## config.mk

```make
export PLATFORM = sky130hd
export DESIGN_NAME = seq_detect_param
export DESIGN_NICKNAME = d
export VERILOG_FILES = /design/src/rtl/seq_detect_pkg.sv /design/src/rtl/seqdet_sat_cnt.sv /design/src/rtl/seq_detect_param.sv
export SDC_FILE = /design/constraint.sdc
export NUM_CORES = 1
export LEC_CHECK = 0
export BUFFER_PORTS_ARGS = -buffer_cell sky130_fd_sc_hd__clkbuf_2
export CAP_MARGIN = 20
export CORE_ASPECT_RATIO = 0.7
export CORE_MARGIN = 2
export CORE_UTILIZATION = 56
export CTS_CLUSTER_DIAMETER = 200
export DETAILED_ROUTE_END_ITERATION = 6
export PLACE_DENSITY = 0.83
export REMOVE_ABC_BUFFERS = 1
export SYNTH_ARGS = -nofsm -noshare
export SYNTH_HDL_FRONTEND = slang
export SYNTH_SLANG_ARGS = --single-unit
```

## constraint.sdc

```tcl
create_clock -name clk -period 5 [get_ports clk]
set_input_delay 0.5 -clock clk [delete_from_list [all_inputs] [get_ports clk]]
set_output_delay 0.5 -clock clk [all_outputs]
set_load 0.01 [all_outputs]
```

## src/rtl/seq_detect_pkg.sv

```systemverilog
// Shared definitions for the parametrised serial-pattern detector:
// control-state encoding, reset configuration and MAX_LEN legality bounds.
package seq_detect_pkg;

  // Control state, derived from how many history bits are valid for matching
  typedef enum logic [1:0] {
    StEmpty   = 2'd0,  // fill == 0
    StFilling = 2'd1,  // 0 < fill < len
    StArmed   = 2'd2   // fill >= len
  } seqdet_state_e;

  // Reset configuration reproduces the legacy 10101 overlapping detector
  localparam logic [4:0]  RST_PATTERN = 5'b10101;
  localparam int unsigned RST_LEN     = 5;
  localparam logic        RST_OVERLAP = 1'b1;

  // Supported range for the MAX_LEN parameter
  localparam int unsigned MAX_LEN_MIN = 5;
  localparam int unsigned MAX_LEN_MAX = 32;

  // Map a fill level onto the control state for a given pattern length
  function automatic seqdet_state_e fill_state(input int unsigned fill, input int unsigned len);
    if (fill == 0) begin
      return StEmpty;
    end else if (fill >= len) begin
      return StArmed;
    end else begin
      return StFilling;
    end
  endfunction

endpackage

```

## src/rtl/seqdet_sat_cnt.sv

```systemverilog
// Saturating up-counter with synchronous reset and synchronous clear.
// Clear takes priority over increment; the count holds at all-ones.
module seqdet_sat_cnt #(
  parameter int unsigned CNT_W = 16
) (
  input  logic             clk,
  input  logic             rst,
  input  logic             clr,
  input  logic             inc,
  output logic [CNT_W-1:0] cnt
);

  // Count register: reset/clear to zero, otherwise saturating increment
  always_ff @(posedge clk) begin
    if (rst || clr) begin
      cnt <= '0;
    end else if (inc && (cnt != {CNT_W{1'b1}})) begin
      cnt <= cnt + CNT_W'(1);
    end
  end

endmodule

```

## src/rtl/seq_detect_param.sv

```systemverilog
// Parametrised Moore serial-pattern detector with runtime-programmable
// pattern (1..MAX_LEN bits), overlapping / non-overlapping detection and a
// sticky configuration-error flag.
// Optional feature: define SEQDET_MATCH_CNT_EN to build the saturating match
// counter; otherwise match_cnt is tied to zero and no counter flops exist.
module seq_detect_param
  import seq_detect_pkg::*;
#(
  parameter int unsigned MAX_LEN = 8,
  parameter int unsigned CNT_W   = 16
) (
  input  logic                         clk,
  input  logic                         rst,
  input  logic                         in_valid,
  input  logic                         in_bit,
  input  logic                         cfg_we,
  input  logic [MAX_LEN-1:0]           cfg_pattern,
  input  logic [$clog2(MAX_LEN+1)-1:0] cfg_len,
  input  logic                         cfg_overlap,
  output logic                         match,
  output logic [CNT_W-1:0]             match_cnt,
  output logic                         cfg_err
);

  localparam int unsigned LEN_W = $clog2(MAX_LEN + 1);
  localparam logic [LEN_W-1:0] MaxFill = LEN_W'(MAX_LEN);

  logic [MAX_LEN-1:0] pattern_q, pattern_d;
  logic [LEN_W-1:0]   len_q, len_d;
  logic               overlap_q, overlap_d;
  logic [MAX_LEN-1:0] hist_q, hist_d;
  logic [LEN_W-1:0]   fill_q, fill_d;
  seqdet_state_e      state_q, state_d;
  logic               match_q, match_d;
  logic               cfg_err_q, cfg_err_d;

  logic               cfg_legal;
  logic               shift_en;
  logic [MAX_LEN-1:0] hist_next;
  logic [LEN_W-1:0]   fill_next;
  logic [MAX_LEN-1:0] len_mask;
  logic               detect;

  // Next-state logic: configuration writes take priority over the data bit
  always_comb begin
    pattern_d = pattern_q;
    len_d     = len_q;
    overlap_d = overlap_q;
    hist_d    = hist_q;
    fill_d    = fill_q;
    state_d   = state_q;
    match_d   = 1'b0;
    cfg_err_d = cfg_err_q;

    cfg_legal = (cfg_len != '0) && (cfg_len <= MaxFill);
    // A bit arriving with a config write is dropped, legal write or not
    shift_en  = in_valid && !cfg_we;

    // Shift written as a full-width operation so the outgoing MSB is simply lost
    hist_next = (hist_q << 1) | MAX_LEN'(in_bit);

    unique case (state_q)
      StEmpty: fill_next = LEN_W'(1);
      default: fill_next = (fill_q == MaxFill) ? fill_q : fill_q + LEN_W'(1);
    endcase

    // Only the low len bits of history and pattern take part in the compare
    for (int unsigned i = 0; i < MAX_LEN; i++) begin
      len_mask[i] = (LEN_W'(i) < len_q);
    end

    detect = shift_en && (fill_next >= len_q) && (((hist_next ^ pattern_q) & len_mask) == '0);

    if (cfg_we) begin
      if (cfg_legal) begin
        pattern_d = cfg_pattern;
        len_d     = cfg_len;
        overlap_d = cfg_overlap;
        fill_d    = '0;
        state_d   = StEmpty;
        cfg_err_d = 1'b0;
      end else begin
        cfg_err_d = 1'b1;
      end
    end else if (shift_en) begin
      hist_d  = hist_next;
      match_d = detect;
      if (detect && !overlap_q) begin
        // Non-overlapping: bits consumed by this match cannot start the next
        fill_d  = '0;
        state_d = StEmpty;
      end else begin
        fill_d  = fill_next;
        state_d = fill_state(int'(fill_next), int'(len_q));
      end
    end
  end

  // State registers with synchronous reset to the legacy 10101 configuration
  always_ff @(posedge clk) begin
    if (rst) begin
      pattern_q <= MAX_LEN'(RST_PATTERN);
      len_q     <= LEN_W'(RST_LEN);
      overlap_q <= RST_OVERLAP;
      hist_q    <= '0;
      fill_q    <= '0;
      state_q   <= StEmpty;
      match_q   <= 1'b0;
      cfg_err_q <= 1'b0;
    end else begin
      pattern_q <= pattern_d;
      len_q     <= len_d;
      overlap_q <= overlap_d;
      hist_q    <= hist_d;
      fill_q    <= fill_d;
      state_q   <= state_d;
      match_q   <= match_d;
      cfg_err_q <= cfg_err_d;
    end
  end

  assign match   = match_q;
  assign cfg_err = cfg_err_q;

`ifdef SEQDET_MATCH_CNT_EN
  logic cnt_clr;
  assign cnt_clr = cfg_we && cfg_legal;

  seqdet_sat_cnt #(
    .CNT_W(CNT_W)
  ) u_match_cnt (
    .clk(clk),
    .rst(rst),
    .clr(cnt_clr),
    .inc(detect),
    .cnt(match_cnt)
  );
`else
  assign match_cnt = '0;
`endif

endmodule

```

After elaboration in Yosys (flattened, before gate mapping)
Cells that the tools add are included.
{ "word_totals": {"register_bits": 28, "out_inout_bits": 18, "word_cells": 56} }
{ "op_classes": {"add_sub_neg": 1, "order_cmp": 11, "n_eq_ne": 2, "n_mux": 13, "bitwise": 5, "n_reduce_logical": 16} }
{ "op_table": {"columns": ["cell", "n"], "rows": [
  ["4-bit two-way mux", 6],
  ["3-bit by 4-bit < comparator with 1-bit output (first input constant)", 4],
  ["2-bit two-way mux", 6],
  ["8-bit AND", 1],
  ["4-bit greater-or-equal comparator", 2],
  ["8-bit zero test", 1],
  ["1-bit by 4-bit < comparator with 1-bit output (first input constant)", 2],
  ["2-bit by 4-bit < comparator with 1-bit output (first input constant)", 2],
  ["8-bit by 1-bit bitwise OR with 8-bit output", 1],
  ["8-bit XOR", 1],
  ["2-bit AND reduction", 3],
  ["1-bit logical AND", 5],
  ["4-bit by 1-bit adder with 4-bit output (second input constant)", 1],
  ["4-bit == test (second input constant)", 1],
  ["4-bit <= comparator (second input constant)", 1],
  ["4-bit zero test", 1],
  ["4-bit nonzero test", 1],
  ["3-bit OR reduction", 1],
  ["1-bit zero test", 2],
  ["2-bit zero test", 1],
  ["2-bit by 1-bit inequality test with 1-bit output (second input constant)", 1],
  ["1-bit inverter", 2],
  ["2-bit nonzero test", 1],
  ["1-bit two-way mux", 1]
]} }

Depth between registers and ports, before layout
{ "depth": {"word_depth": 10, "depth_mapped": 12} }

Least setup slack after synthesis
OpenSTA, ideal clock, no wires.
{ "synth_path": {"path_kind": "reg2reg", "start": "reg fill_q[0]", "end": "reg fill_q[2]", "setup_ns": 0.087, "arrival_ns": 2.333, "required_time_ns": 4.913, "slack_ns": 2.580, "stages_incl_launch_ff": 13, "cell_sequence": "dfxtp_1 > inv_1 > ha_1 > nand2_1 > or3_1 > a21oi_1 > ha_1 > nand2b_1 > a21oi_1 > a2111o_1 > nand2_1 > a211o_2 > o31ai_1"} }
{ "synth_between": {"elab_chain_len": 10, "elab_cells_between_ends": 11, "classes_between": "1 x add/sub; 1 x order compare; 1 x eq/ne; 5 x mux; 3 x reduce/logical"} }
{ "synth_lines": {"columns": ["item", "line_no", "source"], "rows": [
  ["from (decl)", "seq_detect_param.sv:32", "logic [LEN_W-1:0] fill_q, fill_d;"],
  ["from (signal assigned)", "seq_detect_param.sv:115", "fill_q <= fill_d;"],
  ["4-bit by 1-bit adder with 4-bit output or 4-bit == test (tied branches)", "seq_detect_param.sv:64", "default: fill_next = (fill_q == MaxFill) ? fill_q : fill_q + LEN_W'(1);"],
  ["4-bit two-way mux *", "seq_detect_param.sv:64", null],
  ["4-bit two-way mux *", "seq_detect_param.sv:62", "unique case (state_q)"],
  ["4-bit greater-or-equal comparator", "seq_detect_param.sv:72", "detect = shift_en && (fill_next >= len_q) && (((hist_next ^ pattern_q) & len_mask) == '0);"],
  ["1-bit logical AND (2 in series)", "seq_detect_param.sv:72", null],
  ["1-bit logical AND", "seq_detect_param.sv:88", "if (detect && !overlap_q) begin"],
  ["4-bit two-way mux *", "seq_detect_param.sv:88", null],
  ["4-bit two-way mux *", "seq_detect_param.sv:85", "end else if (shift_en) begin"],
  ["4-bit two-way mux *", "seq_detect_param.sv:74", "if (cfg_we) begin"]
]} }
Mark *: on every way between the ends. The rest lies on a longest branch, timed or not. The select of a mux whose other input is x is not followed.
A chain may end at the register's enable or synchronous reset.

Final worst setup path
{ "layout_path": {"start": "reg fill_q[0]", "end": "reg fill_q[3]"} }
The elaborated chain is that of the path after synthesis.

==> run metrics <==
share of layout cells above drive strength 1=13.7%; largest net degree at the start of global routing=27; CTS tree=yes; peak supply drop=approximately 0.14 mV; Area Overhead vs Synth=5.75%; Post-synth EDFFs=0; Vias/cell=5.36; worst hold path depth=3; antenna-violating nets left=0; P_leak=0.665 nW; # nets final=between 200 and 250; Setup crit end kind=flop; post-CTS sizing=0; Num CTS Buffers=3; #FFs+latches synth=28; Max-Cap Viols=0; Core Region=approximately 2500 sq um; Synth area leader=dfxtp_1; relative slew slack=between 40% and 50%; Worst-path clk slew=0.09 ns; crit share post-route=between 50% and 60%; DRT Pass-1 Iters=5; reg2reg end=fill_q[3]; critical path class=reg -> reg; worst path cell trace=inv_1 > ha_1 > nand2_1 > or3_1 > a21oi_1 > ha_1 > nand2b_1 > a21oi_1 > a2111o_1 > nand2_1 > a211o_2 > o31ai_1; Tmin final=between 2 and 3 ns; post-synth cell types=37; PortBufs=19; Worst setup SP type=flop; fmax=between 0.3 and 0.4 GHz; die height=about 47 microns; DR vias=approximately 1300; GRT Overall Usage=21.8%; slowest cell on the critical path=dfxtp_1; RSZ-0062 raised after global routing=false; vias in the first global route=~1200; routed len/inst=12.8 microns; Placer Congestion=~0.81; die area=just over 3000 sq um; R2R Setup Slk=about 2.2 ns; final hold vios=0; hold bufs inserted after CTS=0; Die Wd=65.9 microns; dpl hpwl=roughly 2300 microns; Initial Util=60.1%; Iter 0 DRT Violations=61; hold crit path type=in -> reg; Worst Hold Path EP=pattern_q[4]; Main synth FF type=dfxtp_1; io pins=36; Hold Path Origin=cfg_pattern[4]; DRC Markers=0; final setup fails=0; first-pass GRT wire length=roughly 5100 microns; CTS Root Cell=clkbuf_8; Routed WL=approximately 3000 microns; largest cells by area after synthesis=dfxtp_1 (37%), nand2_1 (12%), buf_4 (8.0%), a21oi_1 (6.7%), ha_1 (4.2%); Synth top area share=between 30% and 40%; reg2reg start=fill_q[0]; setup_tns=0 ns; Yosys Warn Count=0; Placed Instance Area=1550 sq um; fin. max-slew vios=0; Synth Instances=190; setup repair bufs after CTS=0; CP required=about 5.2 ns; Design Area, Final=around 1600 sq um; Worst Path Arrival=roughly 3.0 ns; Clock Skews=0.00430 ns; clock latency on the worst-skew pair=0.27 ns; R2R cell count=12; Crit Path Max Fanout=6; # diodes=0; H-tree depth=1; largest stage delay on the critical path=~0.37 ns; syn_area_per_cell=roughly 8 sq um; sequential fraction of the synthesis area=a little under two fifths; initial antenna violation count=0; outcome=completed; Place WS=between 2 and 2.5 ns; Post-synth top cells=nand2_1 (48), dfxtp_1 (28), a21oi_1 (20); setup slack after layout=about 2.2 ns; fraction of registers with async set/reset=0%; Worst-Margin Slew=0.799 ns; pwr dens=266 nW/um^2; clock sink total=28; count leader, synth=nand2_1; total global routing overflow=0; Max clock buf depth=2; synthesized area=roughly 1500 sq um; row cnt=15
-- worst max-delay path by stage --
stage / end / slack, ns / cells after the start / start
finish: fill_q[3] / 2.16 / 12 / fill_q[0]
global route: fill_q[3] / 1.97 / 12 / fill_q[0]
CTS: fill_q[3] / 2.21 / 12 / fill_q[0]
detailed placement: fill_q[3] / 2.26 / 12 / fill_q[0]
global placement: fill_q[2] / 2.48 / 12 / fill_q[0]
floorplan: fill_q[2] / 2.58 / 12 / fill_q[0]
-- flip-flops by register name (all words and copies together) (netlist names) --
register	flops
match	1
pattern_q	8
overlap_q	1
hist_q	7
fill_q	4
state_q	2
len_q	4
cfg_err	1
-- report_power, final --
| group | total, mW | leakage (nW) | switching (mW) | internal (mW) |
|---|---|---|---|---|
| registers | 0.241 | 0.228 | 0.00867 | 0.232 |
| logic | 0.0621 | 0.415 | 0.0389 | 0.0232 |
| clock network | 0.118 | 0.0216 | 0.0645 | 0.0540 |
| total | 0.421 | 0.665 | 0.112 | 0.309 |
-- metrics by stage --
step / util, % / total power [mW] / instances / hold WS (ns)
floorplan: - / 0.285 / 182 / 0.442
global placement: 61.9 / 0.304 / 235 / 0.457
detailed placement: 61.9 / 0.308 / 235 / 0.469
CTS: 63.6 / 0.422 / 238 / 0.436
global route: 63.6 / 0.441 / 238 / 0.446
finish: 63.6 / 0.421 / 238 / 0.434
-- cell families (layout without fill, tap and decap cells) --
family	after synthesis	count (layout)	share of synthesized area (%)
XOR/XNOR	10	10	5.84
adder cells (fa/ha/maj)	5	5	4.17
buffers and inverters	31	30	11.9
AND/OR/NAND/NOR	78	78	24.3
flip-flops	28	28	37.4
other	1	16	0.250
AO/OA/AOI/OAI	37	37	16.2
-- final cells by class --
type	count	area (sq um)
sequential	28	561
inverter	8	30.0
multi-input combinational	146	817
fill	203	910
timing repair buffer	19	95.1
tap	34	42.5
clock buffer	3	41.3
-- critical path, delay by kind of cell, from the launching register on --
family                   cells  cell delay, ns
adder cells (fa/ha/maj)      2            0.41
AND/OR/NAND/NOR              4            0.63
flip-flops                   1            0.37
buffers and inverters        1            0.07
AO/OA/AOI/OAI                5            1.25
-- metal layers --
layer  global-route usage (%)  wire length (microns)  vias up
met1                     25.3                   1390      578
met3                     5.28                    182        9
met5                        0                      0        -
li1                         -                      -      636
met2                     39.8                   1410       53
met4                     9.17                     54        0
-- cells in the final DEF, fill, tap and decap left out, drive strengths merged --
cell type  count
nand2b         2
inv            8
nor2           4
a2111o         1
nor2b          3
xor2           7
conb          16
nor4b          1
xnor2          3
a211oi         1
nand3b         6
clkbuf        22
dfxtp         28
o31ai          2
a211o          1
o221ai         1
and2           2
or4b           1
or2            1
nand4          1
nand2         48
o31a           1
a22oi          1
or3            1
a2111oi        1
a21oi         20
ha             5
nand3          3
or4            1
o21ai          6
nor3           4
a32o           1
a31oi          1
No activity file was read; power rests on OpenSTA's default activity.
